`config.mk`:
```
export PLATFORM = sky130hd
export DESIGN_NAME = reset_seq_gen
export DESIGN_NICKNAME = d
export VERILOG_FILES = /design/src/rtl/reset_seq_gen.sv
export SDC_FILE = /design/constraint.sdc
export NUM_CORES = 1
export LEC_CHECK = 0
export ABC_AREA = 1
export CORE_UTILIZATION = 58
export CTS_BUF_LIST = sky130_fd_sc_hd__clkbuf_8
export CTS_CLUSTER_DIAMETER = 120
export CTS_CLUSTER_SIZE = 24
export DETAILED_ROUTE_END_ITERATION = 8
export PLACE_DENSITY = 0.84
export RECOVER_POWER = 50
export SYNTH_ARGS = -nofsm -noshare
export SYNTH_HDL_FRONTEND = slang
export SYNTH_SLANG_ARGS = --single-unit
```
`constraint.sdc`:
```
create_clock -name Clock -period 1.99 [get_ports Clock]
set_clock_uncertainty 0.1 [all_clocks]
set_input_delay 0.398 -clock Clock [delete_from_list [all_inputs] [get_ports Clock]]
set_output_delay 0.398 -clock Clock [all_outputs]
set_load 0.03 [all_outputs]
```
`src/rtl/reset_seq_gen.sv`:
```
// rtl/reset_seq_gen.sv - staggered per-domain reset release sequencer
module reset_seq_gen #(
    parameter int NUM_OUT        = 4,
    parameter int ASSERT_CYCLES  = 16,
    parameter int STAGGER_CYCLES = 8,
    parameter int CNT_W          = 8
) (
    input  logic               Clock,
    input  logic               qReset,
    input  logic               qLock,
    input  logic               qRstReq,
    output logic [NUM_OUT-1:0] qnRstOut,
    output logic               qRstBusy,
    output logic               qRstDone
);

    localparam int IDX_W   = (NUM_OUT > 1) ? $clog2(NUM_OUT) : 1;
    localparam int MAX_CYC = (ASSERT_CYCLES > STAGGER_CYCLES) ? ASSERT_CYCLES : STAGGER_CYCLES;
    localparam logic [CNT_W-1:0] ASSERT_LAST  = CNT_W'(ASSERT_CYCLES - 1);
    localparam logic [CNT_W-1:0] STAGGER_LAST = CNT_W'(STAGGER_CYCLES - 1);
    localparam logic [IDX_W-1:0] LAST_IDX     = IDX_W'(NUM_OUT - 1);

    if (NUM_OUT < 1) begin : g_bad_num_out
        $error("reset_seq_gen: NUM_OUT must be >= 1");
    end
    if (ASSERT_CYCLES < 2) begin : g_bad_assert
        $error("reset_seq_gen: ASSERT_CYCLES must be >= 2");
    end
    if (STAGGER_CYCLES < 1) begin : g_bad_stagger
        $error("reset_seq_gen: STAGGER_CYCLES must be >= 1");
    end
    if ((CNT_W < 1) || ((CNT_W < 31) && ((MAX_CYC - 1) >= (1 << CNT_W)))) begin : g_bad_cnt_w
        $error("reset_seq_gen: CNT_W too small for the cycle counts");
    end

    typedef enum logic [1:0] {
        ST_ASSERT  = 2'd0,
        ST_RELEASE = 2'd1,
        ST_IDLE    = 2'd2
    } state_t;

    state_t             state_q, state_nxt;
    logic [CNT_W-1:0]   cnt_q, cnt_nxt;
    logic [IDX_W-1:0]   idx_q, idx_nxt;
    logic [NUM_OUT-1:0] rst_nxt;
    logic               busy_nxt;
    logic               done_nxt;
    logic               abort;
    logic               assert_term;
    logic               stagger_term;
    logic               last_idx;

    // Lock loss and soft request are treated identically everywhere.
    assign abort        = !qLock || qRstReq;
    assign assert_term  = (cnt_q == ASSERT_LAST);
    assign stagger_term = (cnt_q == STAGGER_LAST);
    assign last_idx     = (idx_q == LAST_IDX);

    always_ff @(posedge Clock or posedge qReset) begin
        if (qReset) begin
            state_q  <= ST_ASSERT;
            cnt_q    <= '0;
            idx_q    <= '0;
            qnRstOut <= '0;
            qRstBusy <= 1'b1;
            qRstDone <= 1'b0;
        end else begin
            state_q  <= state_nxt;
            cnt_q    <= cnt_nxt;
            idx_q    <= idx_nxt;
            qnRstOut <= rst_nxt;
            qRstBusy <= busy_nxt;
            qRstDone <= done_nxt;
        end
    end

    always_comb begin
        state_nxt = state_q;
        cnt_nxt   = cnt_q;
        idx_nxt   = idx_q;
        case (state_q)
            ST_ASSERT: begin
                if (abort) begin
                    cnt_nxt = '0;
                end else if (assert_term) begin
                    state_nxt = ST_RELEASE;
                    cnt_nxt   = '0;
                    idx_nxt   = '0;
                end else begin
                    cnt_nxt = cnt_q + CNT_W'(1);
                end
            end
            ST_RELEASE: begin
                if (abort) begin
                    state_nxt = ST_ASSERT;
                    cnt_nxt   = '0;
                    idx_nxt   = '0;
                end else if (stagger_term) begin
                    cnt_nxt = '0;
                    if (last_idx) begin
                        state_nxt = ST_IDLE;
                    end else begin
                        idx_nxt = idx_q + IDX_W'(1);
                    end
                end else begin
                    cnt_nxt = cnt_q + CNT_W'(1);
                end
            end
            ST_IDLE: begin
                cnt_nxt = '0;
                if (abort) begin
                    state_nxt = ST_ASSERT;
                    idx_nxt   = '0;
                end
            end
            default: begin
                state_nxt = ST_ASSERT;
                cnt_nxt   = '0;
                idx_nxt   = '0;
            end
        endcase
    end

    // Next values of the registered outputs; released bits stay high until abort.
    always_comb begin
        rst_nxt  = qnRstOut;
        busy_nxt = 1'b1;
        done_nxt = 1'b0;
        case (state_q)
            ST_ASSERT: begin
                rst_nxt = '0;
                if (!abort && assert_term) begin
                    rst_nxt[0] = 1'b1;
                end
            end
            ST_RELEASE: begin
                if (abort) begin
                    rst_nxt = '0;
                end else if (stagger_term) begin
                    if (last_idx) begin
                        busy_nxt = 1'b0;
                        done_nxt = 1'b1;
                    end else begin
                        for (int i = 1; i < NUM_OUT; i++) begin
                            if (i == int'(idx_q) + 1) begin
                                rst_nxt[i] = 1'b1;
                            end
                        end
                    end
                end
            end
            ST_IDLE: begin
                if (abort) begin
                    rst_nxt = '0;
                end else begin
                    rst_nxt  = '1;
                    busy_nxt = 1'b0;
                end
            end
            default: begin
                rst_nxt = '0;
            end
        endcase
    end

endmodule
```
==> results of run 1 <==
## flip-flops by register name, summed over array words and instances (netlist names)
name,cells
state_q,2
cnt_q,8
qnRstOut,4
idx_q,2
qRstBusy,1
qRstDone,1
## metal layers
layer | GRT usage [%] | vias up | part of all wire [%]
met5 | 0 | - | 0
li1 | - | 442 | -
met1 | 26.25 | 430 | 45
met2 | 42.00 | 17 | 50
met3 | 4.365 | 7 | 2.2
met4 | 15.29 | 0 | 2.6
## Yosys cell counts
| library cell | instances | area (um2) |
|---|---|---|
| nor2_2 | 2 | 12.51 |
| inv_1 | 10 | 37.54 |
| o22ai_1 | 1 | 6.260 |
| nor3_1 | 1 | 5.000 |
| a211o_1 | 3 | 26.28 |
| a211oi_1 | 1 | 7.510 |
| xor2_1 | 5 | 43.79 |
| nand2_4 | 1 | 11.26 |
| a21boi_1 | 1 | 7.510 |
| dfrtp_1 | 17 | 425.4 |
| nor2_1 | 7 | 26.28 |
| ha_1 | 10 | 125.1 |
| a21oi_1 | 7 | 35.03 |
| o211ai_2 | 1 | 12.51 |
| nor2_8 | 2 | 40.04 |
| nor2_4 | 1 | 11.26 |
| inv_2 | 3 | 11.26 |
| buf_6 | 1 | 11.26 |
| nand2_1 | 36 | 135.1 |
| nand3_1 | 16 | 80.08 |
| dfstp_2 | 1 | 26.28 |
| inv_4 | 2 | 12.51 |
## cell type report
class	instances	area (um2)	share of cell area, %
tap	25	31.28	2.461
multi-input combinational	95	578.1	45.47
clock buffer	4	55.05	4.331
inverter	15	61.31	4.823
timing repair buffer	10	93.84	7.382
sequential	18	451.7	35.53
## placed cells by master (no fill, tap or decap), types with 2 or more instances in the layout
| cell type | n |
|---|---|
| a211o_1 | 3 |
| a21oi_1 | 7 |
| clkbuf_8 | 4 |
| clkdlybuf4s50_1 | 8 |
| dfrtp_1 | 17 |
| ha_1 | 10 |
| inv_1 | 11 |
| inv_2 | 2 |
| inv_4 | 2 |
| nand2_1 | 36 |
| nand3_1 | 16 |
| nor2_1 | 8 |
| nor2_2 | 2 |
| nor2_8 | 2 |
| xor2_1 | 5 |
## power groups by stage
| stage | clock network (uW) | registers [uW] | logic (uW) |
|---|---|---|---|
| after floorplan | 0 | 562 | 379 |
| after detailed placement | 0 | 514 | 577 |
| after global placement | 0 | 508 | 567 |
| after global routing | 315 | 518 | 651 |
| final | 294 | 508 | 582 |
| after CTS | 299 | 508 | 585 |
## cell families after synthesis
logic type | share of synthesized area (%)
xor gates and xnor gates | 3.946
adders and majority gates | 11.27
DFF | 40.70
buffers and inverters | 6.539
and+or+nand+nor | 28.97
AOI/OAI and AO/OA | 8.569
## stage by stage
stage | std cells | hold slack (ns) | setup WS [ns] | util, % | total power, uW
2_1_floorplan | 129 | 0.2358 | 0.3966 | - | 941.0
4_1_cts | 167 | 0.3559 | 0.06444 | 72.70 | 1393
3_5_place_dp | 163 | 0.3481 | 0.1053 | 69.57 | 1090
5_1_grt | 167 | 0.3680 | 0.04453 | 72.06 | 1483
3_3_place_gp | 163 | 0.3435 | 0.1441 | 69.57 | 1075
6_report | 167 | 0.3539 | 0.07274 | 72.06 | 1384
## worst max path at each step
stage | startpoint | end | slack, ns | cells after the start
floorplan | state_q[1]$_DFFE_PP0P_ | qnRstOut[1]$_DFFE_PP0P_ | 0.40 | 10
global placement | qRstReq | state_q[1]$_DFFE_PP0P_ | 0.14 | 10
detailed placement | qRstReq | state_q[1]$_DFFE_PP0P_ | 0.11 | 10
CTS | qRstBusy$_DFF_PP1_ | qRstBusy | 0.06 | 1
global route | qRstBusy$_DFF_PP1_ | qRstBusy | 0.04 | 1
finish | qRstBusy$_DFF_PP1_ | qRstBusy | 0.07 | 1
==> impl_metrics.yaml, run 1 <==
flow_run:
  max_cap_violations: 0
sta:
  clock.fmax_mhz: 521.6
  worstMarginPinSlew_ns: 0.9773
  finalHoldViolCount: 0
  setup_violations: 0
  post-route-period-util_pct: 96.34
  relSlewSlack_pct: 34.85
  rsz0062_at_grt: "no"
  final_max_slew_viol_count: 0
  final.setup.tns_ns: 0
  fin_crit_ns: 1.917
grt:
  grt_max_degree: 19
  grt_pass1_wl_um: 3470
  antenna_found_initial: 0
  grt_overflow_total: 0
  grt_use_total_pct: 23.94
  grt_pass1_vias: 845
layout:
  fin_nets: 157
  layout-drive-gt1-share_pct: 10.56
  areaGrowthSynthToFinish_pct: 14.54
  insertedDiodeCount: 0
  design_area_mm2: 0.001271
  fillCellCount: 145
floorplan:
  boundaryPins: 10
  core_mm2: 0.001764
  die_area_mm2: 0.002093
  rows: 15
  start_util_pct: 62.91
  die-width_um: 45.75
  die_h_um: 45.75
clock_network:
  htree_levels: 1
  holdBufCountCts: 0
  cts_inserted_buffers: 3
  clk_pin_slew_ns: 0.07
  clock_sinks: 18
  cts_tree: "done"
  clock_path_buffers: 2
  clockRootBuffer: "clkbuf_8"
  cts_setup_buffers: 0
  clkLatencyLatePin_ns: 0.25
  cts_resized: 0
critical_path:
  crit_path_end_kind: "output port"
  cp_cell_sequence: "clkdlybuf4s50_1"
  reg2reg_slack_ns: 0.27
  path_class: "register to output port"
  crit_slowest_cell: "clkdlybuf4s50_1"
  worst_setup_path_start_kind: "register"
  critical_path.top_delay_family: "buffers and inverters"
  reg2regPathDepth: 8
  r2r-end: "qnRstOut[2]$_DFFE_PP0P_"
  crit_path_max_fanout: 1
  critical-path-max-stage-delay_ns: 0.65
  cp_num_buf_inv: 1
  critPathRequiredTime_ns: 1.49
  worst_ep_arrival_time_ns: 1.42
  reg2reg_from: "state_q[1]$_DFFE_PP0P_"
routing:
  via_count: 896
  drcViolationCount: 0
  routed_wl_um: 2118
  ant_nets: 0
  vias_per_cell: 5.365
  wl_per_cell_um: 12.68
  dr.pass1.iters: 5
  first_iter_violations: 28
synthesis:
  synth_area_mm2: 0.001110
  synth_warnings: 0
  synth_cell_types: 22
  synthCells: 129
  yosysSeqAreaShare_pct: 40.70
  avgSynthCellArea_um2: 8.603
  yosys_register_bits: 18
  synthesis.nets: 143
pwr:
  switching_power_uw: 552.4
  p_int_uw: 831.5
  p_per_area_mw_per_mm2: 1089
  power_leakage_uw: 0.0006464
  comb_power_share_pct: 42.0
  sw_frac_of_total_pct: 39.92
  irDropWorstVdd_v: 0.0008244
  seq_power_share_pct: 36.7
  clkPwrFrac_pct: 21.3
placement:
  io_buffers: 9
  place_congestion: 0.8998
  place_area_mm2: 0.001227
  place.detailed.hpwl_um: 1493
min_path:
  worstHoldPathType: "register to register"
  hold_depth: 1
  hold_start: "cnt_q[0]$_DFF_PP0_"
  hold_end: "cnt_q[0]$_DFF_PP0_"
outcome:
  status: "finished, final reports clean"
No activity file was read; power rests on OpenSTA's default activity.
==> inputs of run 2 (changes only) <==
- HOLD_SLACK_MARGIN: not set -> 0.02
==> results of run 2 <==
Final layout, timing and power as in run 1 (identical DEF).
==> inputs of run 3 (changes only) <==
- SLEW_MARGIN: not set -> 20
==> results of run 3 <==
Final layout, timing and power as in run 1 (identical DEF).
